**src/rtl/vdma_frame_arbiter.sv**
```systemverilog
// vdma_frame_arbiter: frame-granular round-robin arbiter merging two VDMA MM2S
// AXI4-Stream sources (tuser=SOF, tlast=EOL) onto one downstream stream.
// A grant is held until the latched number of lines (vdma_row, 0 treated as 1)
// has passed; the granted source is passed through combinationally.
// Optional feature macro: ARB_STATS_EN adds frame_cnt0/frame_cnt1/drop_cnt outputs.
module vdma_frame_arbiter #(
   parameter int unsigned TDATA_WIDTH = 64,
   parameter int unsigned ROW_W       = 32
) (
   input  logic                   s_axis_aclk,
   input  logic                   s_axis_aresetn,
   input  logic [ROW_W-1:0]       vdma_row,
   input  logic [TDATA_WIDTH-1:0] s0_axis_tdata,
   input  logic                   s0_axis_tlast,
   input  logic                   s0_axis_tuser,
   input  logic                   s0_axis_tvalid,
   output logic                   s0_axis_tready,
   input  logic [TDATA_WIDTH-1:0] s1_axis_tdata,
   input  logic                   s1_axis_tlast,
   input  logic                   s1_axis_tuser,
   input  logic                   s1_axis_tvalid,
   output logic                   s1_axis_tready,
   output logic [TDATA_WIDTH-1:0] m_axis_tdata,
   output logic                   m_axis_tlast,
   output logic                   m_axis_tuser,
   output logic                   m_axis_tvalid,
   input  logic                   m_axis_tready,
`ifdef ARB_STATS_EN
   output logic [ROW_W-1:0]       frame_cnt0,
   output logic [ROW_W-1:0]       frame_cnt1,
   output logic [ROW_W-1:0]       drop_cnt,
`endif
   output logic [1:0]             grant,
   output logic                   frame_done,
   output logic                   sof_err
);

   typedef enum logic {ST_IDLE, ST_PASS} state_t;

   state_t           r_state,      w_state_nxt;
   logic [1:0]       r_grant,      w_grant_nxt;
   logic             r_rr_last,    w_rr_last_nxt;   // 1: s1 owned the last frame
   logic [ROW_W-1:0] r_line_cnt,   w_line_cnt_nxt;
   logic [ROW_W-1:0] r_rows_lat,   w_rows_lat_nxt;
   logic             r_first,      w_first_nxt;     // next handshake is the frame's first beat
   logic             r_sof_err,    w_sof_err_nxt;
   logic             r_frame_done, w_frame_done_nxt;

   logic             w_req0, w_req1;
   logic             w_flush0, w_flush1;
   logic             w_done;
   logic             w_sel_valid, w_sel_last, w_sel_user, w_hs;

   assign w_req0 = s0_axis_tvalid & s0_axis_tuser;
   assign w_req1 = s1_axis_tvalid & s1_axis_tuser;

   // Next-state, arbitration and stream routing.
   always_comb begin
      w_state_nxt      = r_state;
      w_grant_nxt      = r_grant;
      w_rr_last_nxt    = r_rr_last;
      w_line_cnt_nxt   = r_line_cnt;
      w_rows_lat_nxt   = r_rows_lat;
      w_first_nxt      = r_first;
      w_sof_err_nxt    = r_sof_err;
      w_frame_done_nxt = 1'b0;
      w_flush0         = 1'b0;
      w_flush1         = 1'b0;
      w_done           = 1'b0;
      w_sel_valid      = 1'b0;
      w_sel_last       = 1'b0;
      w_sel_user       = 1'b0;
      w_hs             = 1'b0;
      m_axis_tdata     = '0;
      m_axis_tlast     = 1'b0;
      m_axis_tuser     = 1'b0;
      m_axis_tvalid    = 1'b0;
      s0_axis_tready   = 1'b0;
      s1_axis_tready   = 1'b0;

      unique case (r_state)
         ST_IDLE: begin
            // Drop non-SOF head beats so each source resyncs to a frame start.
            w_flush0       = s0_axis_tvalid & ~s0_axis_tuser;
            w_flush1       = s1_axis_tvalid & ~s1_axis_tuser;
            s0_axis_tready = w_flush0;
            s1_axis_tready = w_flush1;
            if (w_req0 | w_req1) begin
               w_grant_nxt    = (w_req1 & (~w_req0 | ~r_rr_last)) ? 2'b10 : 2'b01;
               w_state_nxt    = ST_PASS;
               w_rows_lat_nxt = (vdma_row == '0) ? ROW_W'(1) : vdma_row;
               w_line_cnt_nxt = '0;
               w_first_nxt    = 1'b1;
            end
         end
         ST_PASS: begin
            if (r_grant[1]) begin
               m_axis_tdata   = s1_axis_tdata;
               w_sel_last     = s1_axis_tlast;
               w_sel_user     = s1_axis_tuser;
               w_sel_valid    = s1_axis_tvalid;
               s1_axis_tready = m_axis_tready;
            end else begin
               m_axis_tdata   = s0_axis_tdata;
               w_sel_last     = s0_axis_tlast;
               w_sel_user     = s0_axis_tuser;
               w_sel_valid    = s0_axis_tvalid;
               s0_axis_tready = m_axis_tready;
            end
            m_axis_tlast  = w_sel_last;
            m_axis_tuser  = w_sel_user;
            m_axis_tvalid = w_sel_valid;
            w_hs          = w_sel_valid & m_axis_tready;
            if (w_hs) begin
               w_first_nxt = 1'b0;
               if (w_sel_user & ~r_first) begin
                  w_sof_err_nxt = 1'b1;
               end
               if (w_sel_last) begin
                  if (r_line_cnt == r_rows_lat - ROW_W'(1)) begin
                     w_done           = 1'b1;
                     w_frame_done_nxt = 1'b1;
                     w_rr_last_nxt    = r_grant[1];
                     w_line_cnt_nxt   = '0;
                     w_grant_nxt      = 2'b00;
                     w_state_nxt      = ST_IDLE;
                  end else begin
                     w_line_cnt_nxt = r_line_cnt + ROW_W'(1);
                  end
               end
            end
         end
         default: w_state_nxt = ST_IDLE;
      endcase

      // Nothing moves while reset is asserted.
      if (!s_axis_aresetn) begin
         s0_axis_tready = 1'b0;
         s1_axis_tready = 1'b0;
         m_axis_tvalid  = 1'b0;
      end
   end

   // State and control registers.
   always_ff @(posedge s_axis_aclk) begin
      if (!s_axis_aresetn) begin
         r_state      <= ST_IDLE;
         r_grant      <= 2'b00;
         r_rr_last    <= 1'b1;
         r_line_cnt   <= '0;
         r_rows_lat   <= ROW_W'(1);
         r_first      <= 1'b0;
         r_sof_err    <= 1'b0;
         r_frame_done <= 1'b0;
      end else begin
         r_state      <= w_state_nxt;
         r_grant      <= w_grant_nxt;
         r_rr_last    <= w_rr_last_nxt;
         r_line_cnt   <= w_line_cnt_nxt;
         r_rows_lat   <= w_rows_lat_nxt;
         r_first      <= w_first_nxt;
         r_sof_err    <= w_sof_err_nxt;
         r_frame_done <= w_frame_done_nxt;
      end
   end

   assign grant      = r_grant;
   assign frame_done = r_frame_done;
   assign sof_err    = r_sof_err;

`ifdef ARB_STATS_EN
   logic [ROW_W-1:0] r_frame_cnt0, r_frame_cnt1, r_drop_cnt;
   logic [ROW_W:0]   w_drop_sum;
   logic [ROW_W-1:0] w_drop_nxt;

   // Saturating sum of beats flushed this cycle (up to one per source).
   always_comb begin
      w_drop_sum = {1'b0, r_drop_cnt} + (ROW_W+1)'(w_flush0) + (ROW_W+1)'(w_flush1);
      w_drop_nxt = w_drop_sum[ROW_W] ? '1 : w_drop_sum[ROW_W-1:0];
   end

   // Per-source completed-frame counters (wrapping) and flush counter.
   always_ff @(posedge s_axis_aclk) begin
      if (!s_axis_aresetn) begin
         r_frame_cnt0 <= '0;
         r_frame_cnt1 <= '0;
         r_drop_cnt   <= '0;
      end else begin
         if (w_done & ~r_grant[1]) r_frame_cnt0 <= r_frame_cnt0 + ROW_W'(1);
         if (w_done &  r_grant[1]) r_frame_cnt1 <= r_frame_cnt1 + ROW_W'(1);
         r_drop_cnt <= w_drop_nxt;
      end
   end

   assign frame_cnt0 = r_frame_cnt0;
   assign frame_cnt1 = r_frame_cnt1;
   assign drop_cnt   = r_drop_cnt;
`endif

endmodule

```
**config.mk**
```make
export PLATFORM = sky130hd
export DESIGN_NAME = vdma_frame_arbiter
export DESIGN_NICKNAME = d
export VERILOG_FILES = /design/src/rtl/vdma_frame_arbiter.sv
export SDC_FILE = /design/constraint.sdc
export NUM_CORES = 1
export LEC_CHECK = 0
export CELL_PAD_IN_SITES_DETAIL_PLACEMENT = 1
export CELL_PAD_IN_SITES_GLOBAL_PLACEMENT = 1
export CORE_MARGIN = 5
export CORE_UTILIZATION = 32
export CTS_CLUSTER_DIAMETER = 40
export CTS_CLUSTER_SIZE = 8
export DETAILED_ROUTE_END_ITERATION = 10
export HOLD_SLACK_MARGIN = 0.03
export PLACE_DENSITY = 0.95
export SYNTH_ARGS = -nofsm -noshare
export SYNTH_HDL_FRONTEND = slang
export SYNTH_SLANG_ARGS = --single-unit
export TNS_END_PERCENT = 20
```
**constraint.sdc**
```tcl
create_clock -name s_axis_aclk -period 6.2 [get_ports s_axis_aclk]
set_input_delay 0.93 -clock s_axis_aclk [delete_from_list [all_inputs] [get_ports s_axis_aclk]]
set_output_delay 0.93 -clock s_axis_aclk [all_outputs]
set_load 0.1 [all_outputs]
```
==> results of run 1 <==
worst max-delay path: cells and delay by family, from the launching register on:
kind | cells | cell delay, ns
compound gates | 2 | 0.69
flops | 1 | 0.37
simple gates | 7 | 3.10
power by group:
part | switching, uW | internal (uW) | leakage (uW)
clock | 204 | 402 | 0.000168
sequential | 38.5 | 472 | 0.000578
combinational | 412 | 239 | 0.00209
total | 654 | 1110 | 0.00284
final cells by class:
| type | count | area, um2 |
|---|---|---|
| clock inverters | 6 | 107.6 |
| flip-flops and latches | 71 | 1425 |
| diodes | 1 | 2.502 |
| repair buffers | 245 | 2440 |
| multi-input cells | 589 | 3722 |
| well taps | 220 | 275.3 |
| fillers | 1981 | 8315 |
| clock buffers | 10 | 239.0 |
| inverters | 15 | 56.30 |
placed cells by master (no fill, tap or decap), drive strengths merged, types with 17 or more instances in the layout:
| master | n |
|---|---|
| nor4 | 19 |
| mux2i | 76 |
| nand2 | 99 |
| clkdlybuf4s50 | 240 |
| xnor2 | 25 |
| nor2 | 105 |
| a21oi | 37 |
| dfxtp | 71 |
| o21ai | 17 |
| nand3 | 38 |
sequential cells by signal, indices dropped and copies added (netlist names):
register / flops
r_rows_lat: 32
grant: 2
r_state: 1
frame_done: 1
r_line_cnt: 32
r_first: 1
sof_err: 1
r_rr_last: 1
per-layer routing:
layer | wire length (um) | share of wire | global-route usage
met5 | 0 | 0 | 0
met4 | 789 | 0.034 | 0.08669
met3 | 1351 | 0.058 | 0.05453
met2 | 12940 | 0.55 | 0.4461
met1 | 8393 | 0.36 | 0.2275
metrics by stage:
| step | cell area (um2) | worst slack, ns |
|---|---|---|
| 3_5_place_dp | 7919 | 2.077 |
| 6_report | 8268 | 1.889 |
| 4_1_cts | 8265 | 1.913 |
| 5_1_grt | 8268 | 1.587 |
| 3_3_place_gp | 7919 | 2.124 |
| 2_1_floorplan | 5424 | 1.710 |
final timing paths:
path | endpoint | slack (ns) | cells past startpoint
worst max-delay path | r_line_cnt[22] | 1.89 | 9
worst min-delay path | sof_err | 0.48 | 2
worst max register to register | r_line_cnt[22] | 1.89 | 9
worst min register to register | sof_err | 0.48 | 2
cells in the mapped netlist, types with 8 or more instances:
cell      instances  share of area
a21oi_1          37          0.034
a31oi_1          14          0.016
and3_1           10          0.012
clkbuf_1         42          0.029
dfxtp_1          71           0.26
inv_1            15          0.010
mux2i_1          76           0.14
nand2_1          99          0.069
nand3_1          38          0.035
nand4_1          16          0.018
nor2_1          105          0.073
nor3_1           15          0.014
nor4_1           14          0.016
o21ai_0          15          0.014
or3_1             8         0.0092
xnor2_1          25          0.040
xor2_1           16          0.026
cells by family after synthesis:
kind of cell / synth area share
multiplexers: 0.1465
XOR/XNOR: 0.06620
buffers and inverters: 0.05306
adder cells (fa/ha/maj): 0.004613
flip-flops: 0.2621
AO/OA/AOI/OAI: 0.1370
AND/OR/NAND/NOR: 0.3306
==> results.cfg, run 1 <==
[clock_tree]
clk_pin_slew_ns = 0.06
cts_buffer_depth = 2
numCtsBuffers = 9
clk_latency_ns = 0.34
cts-resized-gates = 0
cts-root-buf = clkbuf_16
postCtsSetupBuffers = 0
clock_sinks = 71
holdBufCountCts = 0
cts.htree.levels = 3
cts_tree = done

[final_layout]
num-nets-final = 1102
area_growth_pct = 52.43
post_route_cells_drive_above_1_share = 0.04274
fin_cells = 1157
finish.utilization = 0.4986

[setup_path]
path_max_fanout = 42
slowest_delay_ns = 0.60
startpoint_type = flip-flop
r2r_start = r_rows_lat[12]
endpoint_kind = flip-flop
crit_chain = or3_1 -> or3b_1 -> or3_4 -> o41ai_1 -> and3_1 -> nand4_1 -> nand4b_4 -> nand2_1 -> o21ai_0
critPathArrivalTime_ns = 4.51
crit_start = r_rows_lat[12]
cp_slowest_cell = or3b_1
path_class = reg -> reg
crit_required_ns = 6.40

[placed_design]
dp.cells = 1140
io_buffers = 241
place_congestion = 0.8767
post-dp-hpwl_um = 17890

[timing]
slew_headroom = 0.2155
max_freq_mhz = 232.0
grt_setup_unrepaired = no
worst_pin_slew_ns = 1.177
post-route-min-period_ns = 4.311
report.final.slew_viol_count = 0
final_hold_viol_count = 0
tns_ns = 0
finalClockSkew_ns = 0.006763
setup_viol = 0
period_share = 0.6954
whs_ns = 0.4766

[synth]
async_flop_share = 0
syn_area_per_cell_um2 = 7.420
yosysSeqAreaShare = 0.2621
netlist_instances = 731
netlist_area_mm2 = 0.005424
yosysUniqueCellTypes = 64
synth-warning-count = 0
ys.flop_type = dfxtp_1
syn_nets = 902
synth_edf_count = 0
ys_ff_latch = 71

[floorplanning]
core_area_mm2 = 0.01658
die_h_um = 140.2
rows = 47
die_x_um = 140.2
die-area_mm2 = 0.01965
ios = 242
initial_core_util = 0.3271

[global_routing]
overflow = 0
grt_pass1_wl_um = 35890
track_usage = 0.2270
grt_pass1_vias = 6829
antenna_found_initial = 1
grt_max_degree = 72

[power]
total_power_uw = 1767
leakage_uw = 0.002836
peakVddDrop_mv = 0.1422
p_per_area_mw_per_mm2 = 213.8

[outcome]
outcome = complete, no violations

[drt]
final_antenna_net_count = 0
vias = 6358
viasPerCell = 5.495
drcViolationCount = 0
drt_first_iter_violations = 370
totalWireLength_um = 23480
first_pass_iters = 4
wl_per_cell_um = 20.29

[min_path]
min_from = sof_err
min_path_type = reg -> reg

[run]
cap_violations = 0
Power figures use the tool's default switching activity.
==> run 2, diff against run 1 <==
Settings changed: CORE_UTILIZATION 32 to 27, PLACE_DENSITY 0.95 to 0.87.
Clock period 6.2 ns to 3.5 ns, I/O delays scaled along.
==> run 2 against run 1 <==
Compared with the run above: non-clock buffer count increased by 31; cell area increased by 5.0%; highest routed layer unchanged; register-to-register slack got worse by 1.8 ns; sequential power increased by 72%; largest cell class unchanged; setup slack got worse by 1.8 ns.
==> results.cfg, run 2 (synthesis results as in run 1) <==
[run]
cap_violations = 0

[timing]
final_hold_viol_count = 0
report.final.slew_viol_count = 0
finalClockSkew_ns = 0.01167
setup_viol = 0
max_freq_mhz = 292.3
post-route-min-period_ns = 3.421
period_share = 0.9774
slew_headroom = 0.3183
worst_pin_slew_ns = 1.019

[clock_tree]
numCtsBuffers = 9
cts_buffer_depth = 2
clock_sinks = 71
holdBufCountCts = 0
cts_tree = done
clk_pin_slew_ns = 0.06
cts.htree.levels = 3
clk_latency_ns = 0.35
cts-root-buf = clkbuf_16

[setup_path]
crit_required_ns = 3.74
r2r_cells = 10
r2r-end = r_line_cnt[30]
startpoint_type = flip-flop
path_max_fanout = 6
path_class = reg -> reg
path_common_cell = or4_4
critPathArrivalTime_ns = 3.66
cp_slowest_cell = or4_4
crit_chain = or3_4 -> or4_4 -> or4_4 -> xnor2_1 -> a2111oi_2 -> nand4_1 -> buf_4 -> nand4b_4 -> a31o_1 -> a22o_1
r2r_slack_ns = 0.08
slowest_delay_ns = 0.55
endpoint_kind = flip-flop
r2r_start = r_rows_lat[20]

[drt]
drt_first_iter_violations = 326
final_antenna_net_count = 0
viasPerCell = 5.151
first_pass_iters = 4
wl_per_cell_um = 18.94
vias = 6372
totalWireLength_um = 23420
drcViolationCount = 0

[final_layout]
finish.utilization = 0.4433
mostFrequentLayoutCell = clkdlybuf4s50_1
fillers = 2340
layout_common_cells = 171 x clkdlybuf4s50_1, 98 x nand2_1, 98 x buf_4, 76 x mux2i_1, 74 x nor2_1
area_growth_pct = 60.12
num-nets-final = 1134
post_route_cells_drive_above_1_share = 0.1880
finalInstanceArea_mm2 = 0.008685

[global_routing]
track_usage = 0.1945
overflow = 0
grt_max_degree = 53
grt_pass1_vias = 6802
antenna_found_initial = 3
grt_pass1_wl_um = 35380

[power]
p_per_area_mw_per_mm2 = 365.1
peakVddDrop_mv = 0.1804
leakage_uw = 0.003141

[min_path]
min_path_cells = 2
min_to = grant[0]
min_from = grant[0]
min_path_type = reg -> reg

[placed_design]
io_buffers = 241
post-dp-hpwl_um = 18700
place_congestion = 0.8937
post_dp_cell_area_mm2 = 0.008227

[floorplanning]
die_x_um = 151.7
ios = 242
rows = 51
die_h_um = 151.7
initial_core_util = 0.2769
die-area_mm2 = 0.02302
core_area_mm2 = 0.01959

[outcome]
outcome = complete, no violations
[run 2: cell count changes in the layout (fill, tap and decap cells not counted), sizes merged]
cell,previous run,this run
buf,5,105
bufinv,3,2
clkbuf,10,12
clkdlybuf4s50,240,171
diode,1,4
inv,15,14
nand4b,3,4
[run 2: worst max path at each step]
stage / from / end / slack [ns] / cells past startpoint
6_report: r_rows_lat[20] / r_line_cnt[30] / 0.08 / 10
5_1_grt: r_rows_lat[7] / r_line_cnt[24] / -0.03 / 11
4_1_cts: r_rows_lat[20] / r_line_cnt[7] / 0.04 / 10
3_5_place_dp: r_rows_lat[20] / r_line_cnt[7] / 0.08 / 10
3_3_place_gp: r_rows_lat[7] / r_line_cnt[24] / 0.21 / 11
2_1_floorplan: grant[1] / m_axis_tvalid / -0.45 / 3
[run 2: worst max-delay path, delay by kind of cell, from the launching register on]
kind	cells	cell delay, ns
buf+inv	1	0.19
simple gates	5	1.79
flops	1	0.34
xor+xnor	1	0.17
compound gates	3	0.82
[run 2: layout make-up]
cell class,instances,area (um2),share of cell area
flip-flops and latches,71,1426,0.1642
inverters,15,57.56,0.006627
clock buffers,12,266.5,0.03069
multi-input cells,590,3955,0.4554
repair buffers,276,2561,0.2949
well taps,265,331.6,0.03818
clock inverters,4,76.32,0.008788
diodes,4,10.01,0.001153
[run 2: repair_timing]
| action | CTS | global route |
|---|---|---|
| resized for setup | 0 | 16 |
| endpoints found under the setup margin | 0 | 27 |
| setup buffers | 0 | 4 |
[run 2: stage by stage]
step	total power (uW)	setup WS, ns	hold slack (ns)	cells	TNS [ns]
6_report	3171	0.07903	0.4698	1237	0
5_1_grt	3300	-0.03250	0.5073	1236	-0.04664
4_1_cts	3175	0.04203	0.4773	1228	0
3_5_place_dp	2114	0.08460	0.4679	1212	0
3_3_place_gp	2090	0.2115	0.4671	1212	0
2_1_floorplan	1690	-0.4492	0.4481	731	-7.030
[run 2: metal layers]
layer,wire [um],global-route usage,vias up
met1,8800,0.2114,3075
met3,1491,0.05889,25
li1,-,-,3089
met5,0,0,-
met4,556,0.05885,0
met2,12580,0.3613,183
[run 2: power breakdown]
part           total [uW]  switching, uW  internal [uW]
registers             879           42.1            837
logic                1240            784            458
clock network        1050            366            684
